[src/rtl/ssd_pkg.sv]
// Shared types and glyph decoding for the seven-segment scan controller.
// Segment patterns here are active-high; output polarity is applied at the top.
package ssd_pkg;

   typedef logic [6:0] seg_t;

   localparam seg_t SEG_BLANK = 7'b0000000;

   // Bit order {g,f,e,d,c,b,a}; b and d are the lowercase forms.
   function automatic seg_t hex_to_seg(input logic [3:0] hex);
      seg_t seg;
      unique case (hex)
         4'h0: seg = 7'b0111111;
         4'h1: seg = 7'b0000110;
         4'h2: seg = 7'b1011011;
         4'h3: seg = 7'b1001111;
         4'h4: seg = 7'b1100110;
         4'h5: seg = 7'b1101101;
         4'h6: seg = 7'b1111101;
         4'h7: seg = 7'b0000111;
         4'h8: seg = 7'b1111111;
         4'h9: seg = 7'b1101111;
         4'hA: seg = 7'b1110111;
         4'hB: seg = 7'b1111100;
         4'hC: seg = 7'b0111001;
         4'hD: seg = 7'b1011110;
         4'hE: seg = 7'b1111001;
         default: seg = 7'b1110001;
      endcase
      return seg;
   endfunction

endpackage

[src/rtl/ssd_pwm_timer.sv]
// Slot timing for the scan: prescaler, PWM sub-slot counter and digit index.
// Each digit slot is exactly SUB_CYCLES << BRIGHT_BITS clocks long.
module ssd_pwm_timer
   import ssd_pkg::*;
#(
   parameter int NUM_DIGITS  = 8,
   parameter int SUB_CYCLES  = 1,
   parameter int BRIGHT_BITS = 4,
   localparam int DW = (NUM_DIGITS > 1) ? $clog2(NUM_DIGITS) : 1
) (
   input  logic                   clk,
   input  logic                   rst,
   output logic [BRIGHT_BITS-1:0] sub,
   output logic [DW-1:0]          digit_idx,
   output logic                   slot_start,
   output logic                   frame_wrap
);

   localparam int PW = (SUB_CYCLES > 1) ? $clog2(SUB_CYCLES) : 1;

   logic [PW-1:0]          presc_reg;
   logic [BRIGHT_BITS-1:0] sub_reg;
   logic [DW-1:0]          digit_reg;

   logic presc_last;
   logic sub_last;
   logic digit_last;

   assign presc_last = (presc_reg == PW'(SUB_CYCLES - 1));
   assign sub_last   = &sub_reg;
   assign digit_last = (digit_reg == DW'(NUM_DIGITS - 1));

   always_ff @(posedge clk or posedge rst) begin
      if (rst) begin
         presc_reg <= '0;
         sub_reg   <= '0;
         digit_reg <= '0;
      end else begin
         presc_reg <= presc_last ? '0 : presc_reg + 1'b1;
         if (presc_last) begin
            sub_reg <= sub_reg + 1'b1;
            if (sub_last) begin
               digit_reg <= digit_last ? '0 : digit_reg + 1'b1;
            end
         end
      end
   end

   assign sub        = sub_reg;
   assign digit_idx  = digit_reg;
   assign slot_start = (presc_reg == '0) && (sub_reg == '0);
   assign frame_wrap = presc_last && sub_last && digit_last;

endmodule

[src/rtl/ssd_scan.sv]
// Time-multiplexed hex display driver with PWM brightness, decimal points,
// leading-zero suppression and frame-synchronous value updates.
module ssd_scan
   import ssd_pkg::*;
#(
   parameter int NUM_DIGITS  = 8,
   parameter int CLK_FREQ_HZ = 50_000_000,
   parameter int REFRESH_HZ  = 1000,
   parameter int BRIGHT_BITS = 4,
   parameter int ACTIVE_LOW  = 1
) (
   input  logic                    clk,
   input  logic                    rst,
   input  logic [4*NUM_DIGITS-1:0] val,
   input  logic                    val_valid,
   input  logic [NUM_DIGITS-1:0]   dp,
   input  logic                    lz_blank,
   input  logic [BRIGHT_BITS-1:0]  brightness,
   output logic [6:0]              cat,
   output logic                    dp_out,
   output logic [NUM_DIGITS-1:0]   an,
   output logic                    frame_start
);

   localparam int   DIGIT_CYCLES = CLK_FREQ_HZ / (REFRESH_HZ * NUM_DIGITS);
   localparam int   SUB_CYCLES   = DIGIT_CYCLES >> BRIGHT_BITS;
   localparam int   DW           = (NUM_DIGITS > 1) ? $clog2(NUM_DIGITS) : 1;
   localparam logic POL          = (ACTIVE_LOW != 0);

   generate
      if (SUB_CYCLES < 1) begin : g_bad_timing
         $error("ssd_scan: clock too slow for REFRESH_HZ/NUM_DIGITS/BRIGHT_BITS");
      end
      if (NUM_DIGITS < 1 || NUM_DIGITS > 16) begin : g_bad_digits
         $error("ssd_scan: NUM_DIGITS must be 1..16");
      end
   endgenerate

   logic [BRIGHT_BITS-1:0] sub;
   logic [DW-1:0]          digit_idx;
   logic                   slot_start;
   logic                   frame_wrap;

   ssd_pwm_timer #(
      .NUM_DIGITS (NUM_DIGITS),
      .SUB_CYCLES (SUB_CYCLES),
      .BRIGHT_BITS(BRIGHT_BITS)
   ) u_timer (
      .clk       (clk),
      .rst       (rst),
      .sub       (sub),
      .digit_idx (digit_idx),
      .slot_start(slot_start),
      .frame_wrap(frame_wrap)
   );

   logic [4*NUM_DIGITS-1:0] disp_val_reg;
   logic [NUM_DIGITS-1:0]   disp_dp_reg;
   logic [4*NUM_DIGITS-1:0] pend_val_reg;
   logic [NUM_DIGITS-1:0]   pend_dp_reg;
   logic                    pend_valid_reg;
   logic [BRIGHT_BITS-1:0]  bright_q_reg;

   // A strobe landing on the wrap cycle goes straight to the display.
   always_ff @(posedge clk or posedge rst) begin
      if (rst) begin
         disp_val_reg   <= '0;
         disp_dp_reg    <= '0;
         pend_val_reg   <= '0;
         pend_dp_reg    <= '0;
         pend_valid_reg <= 1'b0;
      end else if (frame_wrap) begin
         if (val_valid) begin
            disp_val_reg <= val;
            disp_dp_reg  <= dp;
         end else if (pend_valid_reg) begin
            disp_val_reg <= pend_val_reg;
            disp_dp_reg  <= pend_dp_reg;
         end
         pend_valid_reg <= 1'b0;
      end else if (val_valid) begin
         pend_val_reg   <= val;
         pend_dp_reg    <= dp;
         pend_valid_reg <= 1'b1;
      end
   end

   always_ff @(posedge clk or posedge rst) begin
      if (rst) begin
         bright_q_reg <= '0;
      end else if (slot_start) begin
         bright_q_reg <= brightness;
      end
   end

   logic [3:0]            nib [NUM_DIGITS];
   logic [NUM_DIGITS-1:0] nz;
   logic [NUM_DIGITS-1:0] keep;

   // A digit survives suppression if it or any more significant nibble is nonzero.
   genvar gi;
   generate
      for (gi = 0; gi < NUM_DIGITS; gi++) begin : g_digit
         assign nib[gi] = disp_val_reg[4*gi +: 4];
         assign nz[gi]  = |disp_val_reg[4*gi +: 4];
         if (gi == 0) begin : g_lsd
            assign keep[gi] = 1'b1;
         end else begin : g_upper
            assign keep[gi] = |nz[NUM_DIGITS-1:gi];
         end
      end
   endgenerate

   // Sub-slot 0 is always lit, so a bright_q latched at slot start is never late.
   logic lit;
   assign lit = (sub <= bright_q_reg) && !(lz_blank && !keep[digit_idx]);

   logic [NUM_DIGITS-1:0] an_next;
   seg_t                  cat_next;
   logic                  dp_next;
   logic                  fs_next;

   generate
      for (gi = 0; gi < NUM_DIGITS; gi++) begin : g_anode
         assign an_next[gi] = lit && (digit_idx == DW'(gi));
      end
   endgenerate

   assign cat_next = lit ? hex_to_seg(nib[digit_idx]) : SEG_BLANK;
   assign dp_next  = lit && disp_dp_reg[digit_idx];
   assign fs_next  = slot_start && (digit_idx == '0);

   logic [NUM_DIGITS-1:0] an_reg;
   seg_t                  cat_reg;
   logic                  dp_out_reg;
   logic                  frame_start_reg;

   always_ff @(posedge clk or posedge rst) begin
      if (rst) begin
         an_reg          <= {NUM_DIGITS{POL}};
         cat_reg         <= {7{POL}};
         dp_out_reg      <= POL;
         frame_start_reg <= 1'b0;
      end else begin
         an_reg          <= an_next ^ {NUM_DIGITS{POL}};
         cat_reg         <= cat_next ^ {7{POL}};
         dp_out_reg      <= dp_next ^ POL;
         frame_start_reg <= fs_next;
      end
   end

   assign an          = an_reg;
   assign cat         = cat_reg;
   assign dp_out      = dp_out_reg;
   assign frame_start = frame_start_reg;

endmodule

[config.mk]
export PLATFORM = sky130hd
export DESIGN_NAME = ssd_scan
export DESIGN_NICKNAME = d
export VERILOG_FILES = /design/src/rtl/ssd_pkg.sv /design/src/rtl/ssd_pwm_timer.sv /design/src/rtl/ssd_scan.sv
export SDC_FILE = /design/constraint.sdc
export NUM_CORES = 1
export LEC_CHECK = 0
export CAP_MARGIN = 20
export CORE_ASPECT_RATIO = 0.8
export CORE_MARGIN = 10
export CORE_UTILIZATION = 25
export CTS_CLUSTER_SIZE = 16
export DETAILED_ROUTE_END_ITERATION = 8
export PLACE_DENSITY = 0.42
export SLEW_MARGIN = 20
export SYNTH_ARGS = -nofsm -noshare
export SYNTH_HDL_FRONTEND = slang
export SYNTH_HIERARCHICAL = 1
export SYNTH_SLANG_ARGS = --single-unit
[constraint.sdc]
create_clock -name clk -period 8.3 [get_ports clk]
set_input_delay 1.66 -clock clk [delete_from_list [all_inputs] [get_ports clk]]
set_output_delay 1.66 -clock clk [all_outputs]
set_load 0.05 [all_outputs]
==> results.sh <==
export IMPL_status="complete, no violations"
export IMPL_critPathLaunchType="flop"
export IMPL_slowest_delay_ns=0.80
export IMPL_clock_sink_count=118
export IMPL_routed_via_density=4.33
export IMPL_grt_util_met2_pct=12.8
export IMPL_clkTransAtPathRegs_ns=0.05
export IMPL_placed_cell_area_um2=6620
export IMPL_r2r_slack_ns=5.59
export IMPL_maxSlewHeadroom_pct=49.5
export IMPL_stdcell_area_um2=7240
export IMPL_place_ws_ns=4.49
export IMPL_ir_worst_vdd_mv=0.0976
export IMPL_ys_async_sr_fraction_pct=100
export IMPL_synth_edf_count=0
export IMPL_r2r_end="cat[3]$_DFF_PP1_"
export IMPL_p_leak_uw=0.00307
export IMPL_setup_viol=0
export IMPL_p_comb_share_pct=6.7
export IMPL_numCtsBuffers=17
export IMPL_slowest_stage="clkdlybuf4s50_1"
export IMPL_fp_dieW_um=188
export IMPL_portBuffers=64
export IMPL_ys_seq_elements=118
export IMPL_p_int_uw=1150
export IMPL_antenna_cells=0
export IMPL_switchingPower_uw=311
export IMPL_place_congestion=0.805
export IMPL_drtPass1Iterations=5
export IMPL_grt_pass1_vias=3992
export IMPL_busiest_layer="met1"
export IMPL_fmax_mhz=294
export IMPL_crit_family="buffers and inverters"
export IMPL_start_util_pct=25.3
export IMPL_hold_end="disp_dp_reg[0]$_DFFE_PP0P_"
export IMPL_swShare_pct=21.2
export IMPL_synth_seq_area_share_pct=52.6
export IMPL_grtUsageTotal_pct=9.63
export IMPL_netlist_area_leader_share_pct=45.2
export IMPL_die_h_um=154
export IMPL_hpwl_um=9520
export IMPL_io_pins=65
export IMPL_grt_pass1_wl_um=22200
export IMPL_ff2ff_path_depth=8
export IMPL_met1_usage_pct=13.7
export IMPL_critPathKind="reg -> out"
export IMPL_grt_max_degree=82
export IMPL_avgSynthCellArea_um2=11.9
export IMPL_clock_skew_ns=0.00766
export IMPL_antenna_found_initial=0
export IMPL_rr_startpoint="u_timer/digit_idx[0]$_DFFE_PP0P_"
export IMPL_drcViolationCount=0
export IMPL_core_um2=22400
export IMPL_cp_num_buf_inv=1
export IMPL_clockBufferDepth=2
export IMPL_cts_resized=0
export IMPL_wl_per_cell_um=15.5
export IMPL_crit_fanout=1
export IMPL_arrival_ns=1.74
export IMPL_drv_slew=0
export IMPL_finalCritPeriodShare_pct=41.0
export IMPL_rsz0062_at_grt="false"
export IMPL_yosysWarningCount=6
export IMPL_synth_area_um2=5650
export IMPL_power_frac_seq_pct=41.5
export IMPL_cp_data_required_time_ns=6.64
export IMPL_yosysTopAreaCell="dfrtp_1"
export IMPL_path_cells="clkdlybuf4s50_1"
export IMPL_synthesis_nets=541
export IMPL_min_from="disp_dp_reg[0]$_DFFE_PP0P_"
export IMPL_nFillCells=2244
export IMPL_fin_nets=605
export IMPL_die_area_um2=29100
export IMPL_tritoncts="done"
export IMPL_maxCapViolCount=0
export IMPL_final_setup_tns_ns=0
export IMPL_vias=3718
export IMPL_synth_distinct_cells=57
export IMPL_crit_path_end_kind="output pin"
export IMPL_clock_power_share_pct=51.8
export IMPL_met3_usage_pct=3.64
export IMPL_ys_dominant_reg_cell="dfrtp_1"
export IMPL_whs_path_depth=2
export IMPL_hold_viol=0
export IMPL_area_growth_pct=28.0
export IMPL_layout_setup_ws_ns=4.90
export IMPL_worst_pin_slew_ns=0.758
export IMPL_fin_crit_ns=3.40
export IMPL_num_rows=49
export IMPL_cellPowerDensity_nw_per_um2=202
export IMPL_postCtsSetupBuffers=0
export IMPL_crit_cells=1
export IMPL_syn_inst=476
export IMPL_drt_iter0_markers=166
export IMPL_wirelength_um=13400
export IMPL_hold_class="reg -> reg"
export IMPL_synthTopCellsByArea="dfrtp_1, mux2i_1, mux2_2"
export IMPL_htreeDepth=4
export IMPL_hold_buffers=0
export IMPL_grt_overflow_total=0
export IMPL_insertion_delay_ns=0.41
export IMPL_ant_nets=0
export IMPL_layout_drive_gt1_share_pct=21.5
export IMPL_root_buffer="clkbuf_16"
## per-layer routing
metal / part of all wire (%) / vias to the layer above
met2: 41 / 74
met5: 0 / -
met1: 54 / 1808
met4: 0.76 / 0
li1: - / 1828
met3: 5.0 / 8
## worst max path at each step
stage	start	endpoint	slack, ns
6_report	cat[4]$_DFF_PP1_	cat[4]	4.90
5_1_grt	cat[2]$_DFF_PP1_	cat[2]	4.84
3_3_place_gp	val_valid	pend_dp_reg[4]$_DFFE_PP0P_	4.25
4_1_cts	an[0]$_DFF_PP1_	an[0]	4.87
3_5_place_dp	val_valid	pend_dp_reg[6]$_DFFE_PP0P_	4.49
2_1_floorplan	rst	bright_q_reg[0]$_DFFE_PP0P_	3.99
## power groups by stage
stage	clock network [uW]	logic [uW]	registers, uW
global route	809	108	610
CTS	779	101	608
detailed placement	0	100	618
global placement	0	96.6	617
finish	758	97.7	608
floorplan	0	53.7	618
## layout by cell type, fill, tap and decap left out, types with 3 or more instances in the layout
cell / count
clkinv_2: 3
nand3b_1: 6
clkdlybuf4s50_1: 63
nand3_1: 9
inv_1: 14
bufinv_16: 3
nor2_1: 11
buf_4: 3
mux4_2: 4
o221ai_1: 3
a21oi_1: 5
clkbuf_8: 4
xnor2_1: 5
o21ai_0: 49
dfstp_2: 16
and4_2: 3
mux2i_1: 55
nor4_1: 6
a22oi_1: 3
clkbuf_16: 17
clkbuf_1: 3
ha_1: 17
dfrtp_1: 102
nand2_1: 55
nand4_1: 4
mux2_2: 43
## metrics by stage
| stage | hold WS (ns) | total power (uW) | cells | utilization, % |
|---|---|---|---|---|
| 2_1_floorplan | 0.445 | 672 | 476 | - |
| 3_3_place_gp | 0.465 | 714 | 826 | 29.5 |
| 5_1_grt | 0.510 | 1530 | 859 | 32.3 |
| 6_report | 0.475 | 1460 | 859 | 32.3 |
| 3_5_place_dp | 0.472 | 718 | 827 | 29.6 |
| 4_1_cts | 0.485 | 1490 | 859 | 32.3 |
## kinds of logic (layout without fill, tap and decap cells)
kind of cell,Yosys count,count (layout),share of synthesized area [%]
flops,118,118,52.6
simple gates,114,114,10.4
xor+xnor,8,8,1.37
compound gates,77,77,8.54
buf+inv,39,116,3.12
mux,103,103,20.2
fa+ha+maj,17,17,3.76
## final cells by class
type                       instances  area, um2  share of cell area (%)
clock inverter                     8        120                    1.66
timing repair buffer              69        689                    9.52
multi-input combinational        319       2520                    34.8
sequential                       118       2970                    41.1
inverter                          15       58.8                   0.812
tap                              306        383                    5.29
clock buffer                      24        492                    6.79
## synthesized netlist by cell type (all sizes together), types with 2 or more instances
master and instances:
nor4b 2, a22oi 5, dfstp 16, mux4 4
o211ai 2, a22o 2, inv 15, nand2 56
xor2 2, o21ai 50, buf 13, mux2i 55
o311ai 2, xnor2 6, and4 4, a21o 2
a21oi 6, nand4 5, nor2b 3, dfrtp 102
clkbuf 11, nor4 7, o221ai 3, nor3 2
nand3b 6, nand3 9, mux2 44, and2b 2
nor2 11, and2 4, ha 17
No activity file was read; power rests on OpenSTA's default activity.
